[src/rtl/xip_line_fetch_arbiter.sv]
// XIP line-fetch arbiter: shares one QSPI line reader
// between the I-cache (port 0) and D-cache (port 1).
module xip_line_fetch_arbiter #(
  parameter int LINE_SIZE = 16
) (
  input  logic                   clk,
  input  logic                   rst_n,
  input  logic                   req0,
  input  logic [23:0]            addr0,
  output logic                   ack0,
  input  logic                   req1,
  input  logic [23:0]            addr1,
  output logic                   ack1,
  output logic                   fr_rd,
  output logic [23:0]            fr_addr,
  input  logic                   fr_done,
  input  logic [LINE_SIZE*8-1:0] fr_line,
  output logic                   line_wr,
  output logic [23:0]            line_addr,
  output logic [LINE_SIZE*8-1:0] line_data,
  output logic                   busy
);

  localparam logic [23:0] MASK =
    ~(24'(LINE_SIZE) - 24'd1);

  typedef enum logic [1:0] {
    S_IDLE,
    S_ISSUE,
    S_WAIT,
    S_RESP
  } state_t;

  state_t      state;
  logic        prio;
  logic        win_id;
  logic        pick;
  logic [23:0] pick_addr;
  logic        same0;
  logic        same1;
  logic        ack0_nxt;
  logic        ack1_nxt;

  // Round-robin pick: prio only matters when both ports miss
  always_comb begin
    pick = 1'b0;
    unique case (1'b1)
      (req0 && req1):  pick = prio;
      (req1 && !req0): pick = 1'b1;
      (req0 && !req1): pick = 1'b0;
      default:         pick = 1'b0;
    endcase
  end

  assign pick_addr = pick ? addr1 : addr0;

  // Line-match of each port against the fetch in flight
  assign same0 = (addr0 & MASK) == fr_addr;
  assign same1 = (addr1 & MASK) == fr_addr;

  // Acks: winner if still asking, loser if it hits the same line
  always_comb begin
    ack0_nxt = 1'b0;
    ack1_nxt = 1'b0;
    if (win_id) begin
      ack1_nxt = req1;
      ack0_nxt = req0 && same0;
    end else begin
      ack0_nxt = req0;
      ack1_nxt = req1 && same1;
    end
  end

  // Fetch FSM with all strobes registered
  always_ff @(posedge clk or negedge rst_n) begin
    if (!rst_n) begin
      state     <= S_IDLE;
      prio      <= 1'b0;
      win_id    <= 1'b0;
      fr_rd     <= 1'b0;
      fr_addr   <= '0;
      line_wr   <= 1'b0;
      line_addr <= '0;
      line_data <= '0;
      ack0      <= 1'b0;
      ack1      <= 1'b0;
      busy      <= 1'b0;
    end else begin
      case (state)
        S_IDLE: begin
          if (req0 || req1) begin
            win_id  <= pick;
            fr_addr <= pick_addr & MASK;
            fr_rd   <= 1'b1;
            busy    <= 1'b1;
            state   <= S_ISSUE;
          end
        end
        S_ISSUE: begin
          fr_rd <= 1'b0;
          state <= S_WAIT;
        end
        S_WAIT: begin
          if (fr_done) begin
            line_data <= fr_line;
            line_addr <= fr_addr;
            line_wr   <= 1'b1;
            ack0      <= ack0_nxt;
            ack1      <= ack1_nxt;
            state     <= S_RESP;
          end
        end
        S_RESP: begin
          line_wr <= 1'b0;
          ack0    <= 1'b0;
          ack1    <= 1'b0;
          prio    <= ~win_id;
          busy    <= 1'b0;
          state   <= S_IDLE;
        end
        default: begin
          fr_rd   <= 1'b0;
          line_wr <= 1'b0;
          ack0    <= 1'b0;
          ack1    <= 1'b0;
          busy    <= 1'b0;
          state   <= S_IDLE;
        end
      endcase
    end
  end

endmodule

[config.mk]
export PLATFORM = sky130hd
export DESIGN_NAME = xip_line_fetch_arbiter
export DESIGN_NICKNAME = d
export VERILOG_FILES = /design/src/rtl/xip_line_fetch_arbiter.sv
export SDC_FILE = /design/constraint.sdc
export NUM_CORES = 1
export LEC_CHECK = 0
export ABC_CLOCK_PERIOD_IN_PS = 2700
export BUFFER_PORTS_ARGS = -buffer_cell sky130_fd_sc_hd__buf_4
export CAP_MARGIN = 20
export CORE_MARGIN = 2
export CORE_UTILIZATION = 25
export DETAILED_ROUTE_END_ITERATION = 10
export GPL_TIMING_DRIVEN = 0
export SYNTH_ARGS = -nofsm -noshare
export SYNTH_HDL_FRONTEND = slang
export SYNTH_SLANG_ARGS = --single-unit
[constraint.sdc]
create_clock -name clk -period 2.7 [get_ports clk]
set_clock_uncertainty 0.15 [all_clocks]
set_input_delay 0.27 -clock clk [delete_from_list [all_inputs] [get_ports clk]]
set_output_delay 0.27 -clock clk [all_outputs]
set_load 0.005 [all_outputs]
=== Yosys cells after proc, flatten, opt, wreduce, memory -nomap -nowiden ===
Cells that the tools add are included.

* Equal/unequal tests: 7
* Muxes and demuxes: 16
* Bitwise gates (word level): 1
* Reductions and logical operators: 16

{| class="wikitable"
|+ Operators by type and width
! operator !! count
|-
| $eq 20x20->1 || 2
|-
| $mux 24 || 1
|-
| $pmux 1 s2 || 6
|-
| $reduce_and 2->1 || 6
|-
| $pmux 2 s4 || 1
|-
| $mux 1 || 6
|-
| $reduce_bool 2->1 || 3
|-
| $eq 2x2->1 const B || 2
|-
| $logic_and 1x1->1 || 4
|-
| $mux 2 || 2
|-
| $ne 2x2->1 const B || 2
|-
| $eq 2x1->1 const B || 1
|-
| $logic_not 2->1 || 1
|-
| $logic_not 1->1 || 1
|-
| $logic_or 1x1->1 || 1
|-
| $not 1->1 || 1
|}

* Register bits after elaboration: 177
* Input bits: 181
* Output and inout bits: 181
* Word-level logic and storage cells: 51

=== Depth between registers and ports, before layout ===
* Depth in word-level cells: 5
* Depth in mapped cells: 7
* Gate-level depth less buffers: 6

=== Worst setup path before layout ===
OpenSTA, ideal clock, no wires.

* Path type: register -> register
* Start: register state[0]
* End: register line_data[84]
* Arrival: 1.488 ns
* Data required time: 2.425 ns
* Path slack: 0.937 ns
* Stages on the path, launching flop included: 7
* Cells stage by stage: dfrtp_1 inv_1 ha_1 nand2_1 buf_2 buf_6 mux2_2

* Word-level cells in the longest chain between the ends: 2

{| class="wikitable"
|+ RTL lines
! what !! line !! RTL
|-
| start: declaration || 34 || <nowiki>state_t state;</nowiki>
|-
| start signal: assignment || 77 || <nowiki>state <= S_IDLE;</nowiki>
|-
| start signal: assignment || 96 || <nowiki>state <= S_ISSUE;</nowiki>
|-
| start signal: assignment || 101 || <nowiki>state <= S_WAIT;</nowiki>
|-
| $eq 2x2->1 || 89 || <nowiki>case (state)</nowiki>
|-
| $reduce_and 2->1 (no line) || - ||
|-
| end signal: assignment || 105 || <nowiki>line_data <= fr_line;</nowiki>
|-
| end: declaration || 20 || <nowiki>output logic [LINE_SIZE*8-1:0] line_data,</nowiki>
|}

No other way between the ends.
A chain may end at the register's enable or synchronous reset.

=== Worst setup path after layout ===
* Start: input port req0
* End: register fr_addr[17]

* Word-level cells in the longest chain between the ends: 4
* Elaborated cells between the ends (all ways): 7

{| class="wikitable"
|+ RTL lines
! what !! line !! RTL
|-
| start: declaration || 8 || <nowiki>input logic req0,</nowiki>
|-
| $logic_not 1->1 || 49 || <nowiki>(req1 && !req0): pick = 1'b1;</nowiki>
|-
| $logic_and 1x1->1 || 49 ||
|-
| $pmux 1 s2 || 47 || <nowiki>unique case (1'b1)</nowiki>
|-
| $mux 24 || 55 || <nowiki>assign pick_addr = pick ? addr1 : addr0;</nowiki>
|-
| end signal: assignment || 93 || <nowiki>fr_addr <= pick_addr & MASK;</nowiki>
|-
| end: declaration || 15 || <nowiki>output logic [23:0] fr_addr,</nowiki>
|}

Several ways; a longest one is shown, not always the timed one.

==> results_dict.tcl <==
set metrics [dict create \
    cp_data_required_time_ns 2.82 \
    wl_per_cell_um 15.93 \
    syn_area_per_cell_um2 14.59 \
    routed-via-count 5934 \
    worst_pin_slew_ns 0.6505 \
    timing.final.crit_share_pct 79.85 \
    clkLatencyLatePin_ns 0.42 \
    io_buffers 345 \
    antenna_found_initial 0 \
    grt_pass1_wl_um 35400 \
    leakage_nw 6.032 \
    io_pins 362 \
    postCtsHoldBufs 160 \
    path_cells "dlygate4sd3_1 > buf_4 > inv_1 > o21ai_2 > buf_4 > mux2i_1 > dlygate4sd3_1 > o21ai_0" \
    ys_top_cells_by_count "dfrtp_1, mux2_2, nand2_1" \
    power_w 0.01272 \
    top_layer_used "met4" \
    synth_compound_area_share_pct 2.547 \
    drv_slew 0 \
    cts_made_buffers 17 \
    hp-class "in2reg" \
    synth-edff-count 0 \
    setup_violations 0 \
    wl_met3_um 1487 \
    seq_area_frac_synth_pct 60.11 \
    nets 1222 \
    synth_mux_area_share_pct 25.61 \
    crit_buf_inv 5 \
    setup.worst_path.end_class "flip-flop" \
    critPathTopFamily "buffers and inverters" \
    via_per_inst 4.138 \
    yosys.area.top_type "dfrtp_1" \
    cts-root-buf "clkbuf_16" \
    synth_top_family_by_area "multiplexers" \
    cts-htree-levels 4 \
    fin_ws_ns 0.5440 \
    dp_slack_ns 0.5848 \
    synth.distinct_cells 27 \
    dr.pass1.iters 4 \
    syn_inst 505 \
    postCtsSetupRepairBufs 0 \
    fin_area_mm2 0.01268 \
    cts_sinks 177 \
    rows 62 \
    synth_most_common_cell "dfrtp_1" \
    drt-met1-wl_um 9661 \
    place.gp.congestion 0.7558 \
    cts-resized-gates 0 \
    rsz0062_at_grt "no" \
    clkTransAtPathRegs_ns 0.08 \
    cts_tree "yes" \
    crit_type "in2reg" \
    drive_above_1_share_pct 52.76 \
    crit_path_top_delay_cell "dlygate4sd3_1" \
    antenna_cells 0 \
    synth_top_area_share_pct 60.11 \
    synthToLayoutAreaGrowth_pct 72.03 \
    slew_headroom_pct 56.63 \
    synth_xor_area_share_pct 4.755 \
    ys_seq_elements 177 \
    yosys_warnings 0 \
    period_needed_ns 2.156 \
    synth_area_mm2 0.007368 \
    ys.flop_type "dfrtp_1" \
    first_global_vias 6373 \
    max_stage_delay_ns 0.56 \
    power_density_mw_per_mm2 1004 \
    fp.dieArea_mm2 0.03086 \
    drtIter0Drc 198 \
    die_h_um 175.7 \
    critical_path.max_fanout 10 \
    hpwlAfterDp_um 16210 \
    met2_length_um 11360 \
    synth.area.top_cells "dfrtp_1, mux2_2, mux2i_1" \
    clockBufferDepth 2 \
    synth-simple-area-share_pct 2.717 \
    grtUsageTotal_pct 14.64 \
    die_width_um 175.7 \
    grt_overflow 0 \
    detail-route-antenna-nets 0 \
    initial_core_util_pct 25.53 \
    routed_wl_um 22840 \
    yosys.area_share.adder_pct 0.6792 \
    grt_start_max_net_pins 98 \
    critPathLaunchType "input port" \
    core_mm2 0.02886 \
    outcome "finished clean" \
    drc 0 \
    cap_violations 0 \
    postLayoutCoreUtil_pct 43.93 \
    ir_drop_uv 361.2 \
    hold_violations 0 \
    arrival_ns 2.28 \
    place_area_mm2 0.01050 \
    async_flop_share_pct 100.0 \
    max_freq_mhz 463.8 \
]
[state kept, by name, indices dropped and copies added, names as in the netlist]
name and count:
ack0 1, ack1 1, prio 1, line_data 128, line_wr 1, busy 1
fr_addr 20, fr_rd 1, state 2, line_addr 20, win_id 1
[power by group]
part	leakage (nW)	total, W	switching (W)	internal, W
logic	3.63	0.00539	0.00198	0.00340
clock network	0.283	0.00246	0.00120	0.00126
registers	2.12	0.00488	0.000885	0.00400
total	6.03	0.0127	0.00407	0.00866
[kinds of logic after synthesis]
kind of cell / count (synthesis)
flip-flops: 177
buffers and inverters: 35
AND/OR/NAND/NOR: 44
AO/OA/AOI/OAI: 34
XOR/XNOR: 40
adder cells (fa/ha/maj): 4
multiplexers: 170
other: 1
[cells in the final DEF, fill, tap and decap left out, types with 2 or more instances in the layout]
cell             n
xor2_1          20
buf_4          355
conb_1           8
dlygate4sd3_1  160
mux2_2         148
clkbuf_1         4
clkinv_4         2
o21ai_1          4
buf_6           11
clkbuf_16       17
dfrtp_1        177
a21oi_1          4
inv_8            4
nor2b_1          3
xnor2_1         20
buf_2            4
inv_1            5
o21ai_0         21
nand4_1          5
nor2_1           2
nand2_1         27
nor4_1           5
mux2i_1         22
ha_1             4
inv_6            5
[path summary, 6_finish.rpt]
check	endpoint	slack, ns	depth (start not counted)	from
max reg2reg	line_addr[14]$_DFFE_PN0P_	0.63	6	state[0]$_DFFE_PN0P_
max	fr_addr[17]$_DFFE_PN0P_	0.54	8	req0
min in group asynchronous	line_data[59]$_DFFE_PN0P_	0.25	2	rst_n
min	fr_addr[12]$_DFFE_PN0P_	0.02	3	addr1[12]
min reg2reg	ack1$_DFFE_PN0P_	0.36	2	ack1$_DFFE_PN0P_
max in group asynchronous	line_data[123]$_DFFE_PN0P_	1.22	3	rst_n
[worst reg2reg max path, delay by kind of cell (launching register included)]
kind                     cells  cell delay [ns]
buffers and inverters        3             0.59
flip-flops                   1             0.40
multiplexers                 1             0.35
adder cells (fa/ha/maj)      1             0.26
AND/OR/NAND/NOR              1             0.20
[through the flow]
stage          hold slack, ns  setup TNS (ns)  std cells
6_report              0.01773               0       1434
5_1_grt               0.01991               0       1434
4_1_cts             0.0005119               0       1434
3_5_place_dp           0.1534               0       1242
3_3_place_gp           0.3332          -6.725       1241
2_1_floorplan         -0.1756               0        512
[layer usage]
| layer | global-route usage, % | vias up |
|---|---|---|
| li1 | - | 2811 |
| met1 | 17.89 | 2888 |
| met2 | 25.49 | 217 |
| met3 | 3.896 | 18 |
| met4 | 3.960 | 0 |
| met5 | 0 | - |
[area by class of cell]
cell class	count	area (um^2)
buffer	30	241.5
clock buffer	18	439.2
clock inverter	14	135.1
fill	2635	16180
inverter	5	18.77
multi-input combinational	300	2705
sequential	177	4429
tap	384	480.5
timing repair buffer	506	4227
Note: power is estimated with default switching activity, not from simulation.
